<file path="src/rtl/regfile_wr_sched.sv">
// Write-port scheduler for the 2R1W register file: round-robin sharing of the
// single write port between NREQ requesters, plus a command-driven zero-fill.
//
// state   | meaning
// --------+-----------------------------------------------------------
// S_IDLE  | arbitrate requesters onto the write port, accept clr_start
// S_CLEAR | write zero to one entry per cycle, index 0..DEPTH-1
module regfile_wr_sched #(
    parameter  int WIDTH = 16,
    parameter  int DEPTH = 8,
    parameter  int NREQ  = 4,
    localparam int AW    = $clog2(DEPTH),
    localparam int GW    = $clog2(NREQ)
) (
    input  logic                  clk,
    input  logic                  rst_n,
    input  logic                  clr_start,
    output logic                  clr_busy,
    output logic                  clr_done,
    input  logic [NREQ-1:0]       req_valid,
    input  logic [NREQ*AW-1:0]    req_addr,
    input  logic [NREQ*WIDTH-1:0] req_data,
    output logic [NREQ-1:0]       req_ready,
    output logic                  rf_we,
    output logic [AW-1:0]         rf_write_reg,
    output logic [WIDTH-1:0]      rf_write_data,
    output logic [GW-1:0]         grant_id
);

    typedef enum logic {
        S_IDLE  = 1'b0,
        S_CLEAR = 1'b1
    } state_t;

    localparam logic [AW-1:0] CLR_LAST = AW'(DEPTH - 1);
    localparam logic [GW-1:0] REQ_LAST = GW'(NREQ - 1);

    state_t           state_q, state_d;
    logic [GW-1:0]    rr_ptr_q, rr_ptr_d;
    logic [AW-1:0]    clr_cnt_q, clr_cnt_d;
    logic             we_d, done_d;
    logic [AW-1:0]    wreg_d;
    logic [WIDTH-1:0] wdata_d;
    logic [GW-1:0]    gid_d;

    logic [AW-1:0]    addr_arr [NREQ];
    logic [WIDTH-1:0] data_arr [NREQ];
    logic [NREQ-1:0]  sel_oh;
    logic [GW-1:0]    sel_idx;
    logic             sel_vld;
    logic             clr_last;

    for (genvar gi = 0; gi < NREQ; gi++) begin : g_unpack
        assign addr_arr[gi] = req_addr[gi*AW +: AW];
        assign data_arr[gi] = req_data[gi*WIDTH +: WIDTH];
    end

    // First valid requester at or above rr_ptr, wrapping at NREQ.
    always_comb begin
        int            cand;
        logic [GW-1:0] cand_idx;
        sel_oh  = '0;
        sel_idx = '0;
        sel_vld = 1'b0;
        for (int i = 0; i < NREQ; i++) begin
            cand = int'(rr_ptr_q) + i;
            if (cand >= NREQ) cand = cand - NREQ;
            cand_idx = GW'(cand);
            if (!sel_vld && req_valid[cand_idx]) begin
                sel_vld          = 1'b1;
                sel_idx          = cand_idx;
                sel_oh[cand_idx] = 1'b1;
            end
        end
    end

    assign clr_last = (state_q == S_CLEAR) && (clr_cnt_q == CLR_LAST);

    always_ff @(posedge clk or negedge rst_n) begin
        if (!rst_n) state_q <= S_IDLE;
        else        state_q <= state_d;
    end

    always_comb begin
        state_d = state_q;
        case (state_q)
            S_IDLE:  if (clr_start) state_d = S_CLEAR;
            S_CLEAR: if (clr_last)  state_d = S_IDLE;
            default: state_d = S_IDLE;
        endcase
    end

    always_comb begin
        req_ready = '0;
        clr_busy  = (state_q == S_CLEAR);
        we_d      = 1'b0;
        done_d    = 1'b0;
        wreg_d    = rf_write_reg;
        wdata_d   = rf_write_data;
        gid_d     = grant_id;
        rr_ptr_d  = rr_ptr_q;
        clr_cnt_d = clr_cnt_q;
        case (state_q)
            S_IDLE: begin
                if (clr_start) begin
                    // Entry 0 is presented in the first CLEAR cycle.
                    we_d      = 1'b1;
                    wreg_d    = '0;
                    wdata_d   = '0;
                    clr_cnt_d = '0;
                end else begin
                    req_ready = sel_oh;
                    if (sel_vld) begin
                        we_d     = 1'b1;
                        wreg_d   = addr_arr[sel_idx];
                        wdata_d  = data_arr[sel_idx];
                        gid_d    = sel_idx;
                        rr_ptr_d = (sel_idx == REQ_LAST) ? '0 : sel_idx + 1'b1;
                    end
                end
            end
            S_CLEAR: begin
                if (clr_last) begin
                    clr_cnt_d = '0;
                    done_d    = 1'b1;
                end else begin
                    clr_cnt_d = clr_cnt_q + 1'b1;
                    we_d      = 1'b1;
                    wreg_d    = clr_cnt_q + 1'b1;
                    wdata_d   = '0;
                end
            end
            default: ;
        endcase
    end

    always_ff @(posedge clk or negedge rst_n) begin
        if (!rst_n) begin
            rr_ptr_q      <= '0;
            clr_cnt_q     <= '0;
            rf_we         <= 1'b0;
            rf_write_reg  <= '0;
            rf_write_data <= '0;
            grant_id      <= '0;
            clr_done      <= 1'b0;
        end else begin
            rr_ptr_q      <= rr_ptr_d;
            clr_cnt_q     <= clr_cnt_d;
            rf_we         <= we_d;
            rf_write_reg  <= wreg_d;
            rf_write_data <= wdata_d;
            grant_id      <= gid_d;
            clr_done      <= done_d;
        end
    end

endmodule

</file>
<file path="config.mk">
export PLATFORM = sky130hd
export DESIGN_NAME = regfile_wr_sched
export DESIGN_NICKNAME = d
export VERILOG_FILES = /design/src/rtl/regfile_wr_sched.sv
export SDC_FILE = /design/constraint.sdc
export NUM_CORES = 1
export LEC_CHECK = 0
export ABC_AREA = 0
export CORE_AREA = 2 2 74 76
export CTS_BUF_LIST = sky130_fd_sc_hd__clkbuf_4
export CTS_CLUSTER_SIZE = 40
export DETAILED_ROUTE_END_ITERATION = 16
export DIE_AREA = 0 0 76 78
export HOLD_SLACK_MARGIN = 0.05
export PLACE_DENSITY = 0.86
export REMOVE_ABC_BUFFERS = 1
export SLEW_MARGIN = 20
export SYNTH_ARGS = -nofsm -noshare
export SYNTH_HDL_FRONTEND = slang
export SYNTH_SLANG_ARGS = --single-unit
</file>
<file path="constraint.sdc">
create_clock -name clk -period 6.94 [get_ports clk]
set_clock_uncertainty 0.05 [all_clocks]
set_input_delay 1.388 -clock clk [delete_from_list [all_inputs] [get_ports clk]]
set_output_delay 1.388 -clock clk [all_outputs]
set_load 0.03 [all_outputs]
</file>
==> metrics.md <==
| Metric | Value |
|---|---|
| Outcome | `complete, no violations` |
| Initial Util | `a little under half` |
| CTS hold repair buffers | `0` |
| Net load switching power | `583.6 uW` |
| Critical path startpoint category | `input pin` |
| RSZ-0062 raised after global routing | `false` |
| CTS buffer count | `5` |
| Avg Vias per Cell | `around 5.4` |
| Top-area cell type share of the netlist area | `a little under a third` |
| Fin. Hold Viols | `0` |
| Clk Latency, worst-skew pair | `310 ps` |
| Ratio of cells with drive above 1 in the final layout | `9.483%` |
| Wire per inst | `around 15 um` |
| Max-cap viol count | `0` |
| Critical path fanouts, max | `12` |
| Flop pwr share | `~23%` |
| Avg Cell Area, Syn | `roughly 9.5 um2` |
| Peak VDD IR | `~170 uV` |
| Synth Instances | `243` |
| Fin crit period | `5604 ps` |
| Worst Max-Slew Pin Slew | `roughly 900 ps` |
| Ys flop type | `dfrtp_1` |
| Clock root buffer | `clkbuf_4` |
| Row cnt | `26` |
| Die Y | `between 70 and 80 um` |
| DR iter-0 viols | `150` |
| Seq cells post-synth | `29` |
| YS warnings | `0` |
| Reg2Reg Setup Slack | `between 3000 and 4000 ps` |
| LEAKAGE | `between 1.5 and 2 nW` |
| Worst setup path category | `input pin to output pin` |
| Worst flop-to-flop path startpoint | `rr_ptr_q[0]` |
| Htree depth | `2` |
| RR Endpoint | `rf_write_reg[0]` |
| Cell Area, Synth | `2305 um2` |
| Pin count of the biggest net entering global routing | `37` |
| Max reg flops | `16` |
| R2R cell count | `10` |
| Setup tns final | `0 ps` |
| Total Routing Usage GR | `approximately 22%` |
| Worst path required time | `between 5000 and 6000 ps` |
| Final setup viols | `0` |
| Hold slack final | `444.1 ps` |
| Worst path cell trace | `clkdlybuf4s50_1 -> mux4_2 -> or3_4 -> nor2_1 -> a221oi_1 -> nor2_1 -> clkdlybuf4s50_1` |
| Slew HR | `between 30% and 40%` |
| Hold Path Cell Cnt | `1` |
| Die area | `a little under 6000 um2` |
| WP data arrival | `4170 ps` |
| Number of gates resized after CTS | `0` |
| Switching part of the total | `a little under half` |
| Post-DRT Antenna Nets | `0` |
| Ant. Diodes | `0` |
| CTS max path bufs | `2` |
| Combinational share of power | `between 60 and 70%` |
| Post-CTS setup repair buffer count | `0` |
| IO Pins | `between 100 and 150` |
| Worst path max stage delay | `between 600 and 700 ps` |
| Total congestion overflow | `0` |
| Total number of vias | `around 2300` |
| Number of port buffers | `110` |
| Area grow syn2layout | `50.81%` |
| Yosys cell types | `43` |
| Hold Startpoint | `clr_cnt_q[1]` |
| Max frequency | `around 180 MHz` |
| Area of the core | `slightly above 5000 um2` |
| Vias in the first global route | `around 2300` |
| Worst Hold End | `clr_cnt_q[1]` |
| CTS tree | `done` |
| Post-synth EDFFs | `0` |
| Nets | `440` |
| DRC violations left | `0` |
| Final worst-path cycle share | `between 80 and 90%` |
| Register area share after synthesis | `31.49%` |
| Synth area leader | `dfrtp_1` |
| First-pass GRT wire length | `around 11000 um` |
| Async set-reset flop share out of synthesis | `between 90% and 100%` |
| Most frequent cell after synthesis | `dfrtp_1` |
| Clock group share of total power | `under 10%` |
| Hpwl dp | `4797 um` |
| Slowest cell on crit path | `clkdlybuf4s50_1` |
| Routed wire length | `roughly 6300 um` |
| Synth top cells by count | `dfrtp_1, nand2_1, mux2i_1, o21ai_0` |
| Initial DRT Pass Iterations | `4` |
| Clock transition at path regs | `90 ps` |
| Crit end category | `output pin` |
| Die Span X | `~76 um` |
| Max-slew violation count | `0` |
| Antenna violations before repair | `0` |
| Cell-internal power | `between 600 and 700 uW` |
| Clock sinks | `29` |
| RD Place Congestion | `roughly 0.79` |
| PwrDens | `351.1 nW/um2` |
| Min-delay worst type | `flop to flop` |
| Area contributors post-synth | `dfrtp_1, mux2i_1, ha_1` |
-- critical path: cells and delay by family --
family	cells	cell delay, ps
compound gates	1	120
buf+inv	2	1220
mux	1	640
simple gates	3	800
-- kinds of logic (layout without fill, tap and decap cells) --
logic type	Yosys count	in the layout	share of synthesized area [%]
compound gates	79	79	26.60
xor+xnor	1	1	0.3801
fa+ha+maj	10	10	5.429
buf+inv	26	131	5.972
flops	29	29	31.49
mux	28	28	14.50
simple gates	70	70	15.64
-- routing by layer --
layer  vias to the layer above  GRT usage (%)  part of all wire, %
met5                         -              0                    0
met4                         0          9.818                  1.9
met3                        10          6.977                  6.2
met2                        79          40.00                   51
met1                      1060          24.74                   40
li1                       1102              -                    -
-- power groups by stage --
stage                     Clock (mW)  Combinational (mW)  Sequential, mW
after floorplan                    0               0.501           0.348
after global placement             0               0.824           0.279
after detailed placement           0               0.849           0.283
after CTS                     0.0984               0.851           0.280
after global routing           0.105               0.923           0.289
final                         0.0943               0.846           0.280
-- per-stage QoR --
stage	power (mW)	instance area, um2	utilization, %	std cells	setup WS [ps]
after floorplan	0.8490	2203	-	226	2142
after global placement	1.103	3426	67.94	410	1443
after detailed placement	1.132	3426	67.94	410	1370
after CTS	1.229	3476	68.93	418	1371
after global routing	1.316	3476	68.93	418	1201
final	1.220	3476	68.93	418	1336
-- worst max-delay path by stage --
| stage | end | slack [ps] | start |
|---|---|---|---|
| finish | req_ready[3] | 1340 | req_valid[0] |
| global route | req_ready[3] | 1200 | req_valid[0] |
| CTS | req_ready[3] | 1370 | req_valid[0] |
| detailed placement | req_ready[3] | 1370 | req_valid[0] |
| global placement | req_ready[1] | 1440 | req_valid[0] |
| floorplan | rf_write_data[0] | 2140 | req_valid[0] |
-- area by class of cell --
class	instances	area, um2
Timing Repair Buffer	114	1131
Inverter	9	36.28
Fill cell	403	1567
Clock buffer	5	37.54
Clock inverter	3	12.51
Tap cell	70	87.58
Sequential cell	29	725.7
Multi-Input combinational cell	188	1445
-- placed cells by master (no fill, tap or decap), drive strengths merged, types with 3 or more instances in the layout --
cell	synthesis	final
clkdlybuf4s50	0	110
dfrtp	29	29
nand2	24	24
o211ai	22	22
mux2i	21	21
o21ai	19	19
and3	15	15
a21boi	15	15
nor2	14	14
ha	10	10
inv	9	9
clkbuf	7	5
mux4	4	4
a22oi	4	4
a221oi	4	4
a211oi	4	4
a21oi	4	4
buf	10	4
nand3b	3	3
a21o	3	3
nor2b	3	3
or3	3	3
and2	3	3
mux2	3	3
clkinv	0	3
Power figures use the tool's default switching activity.
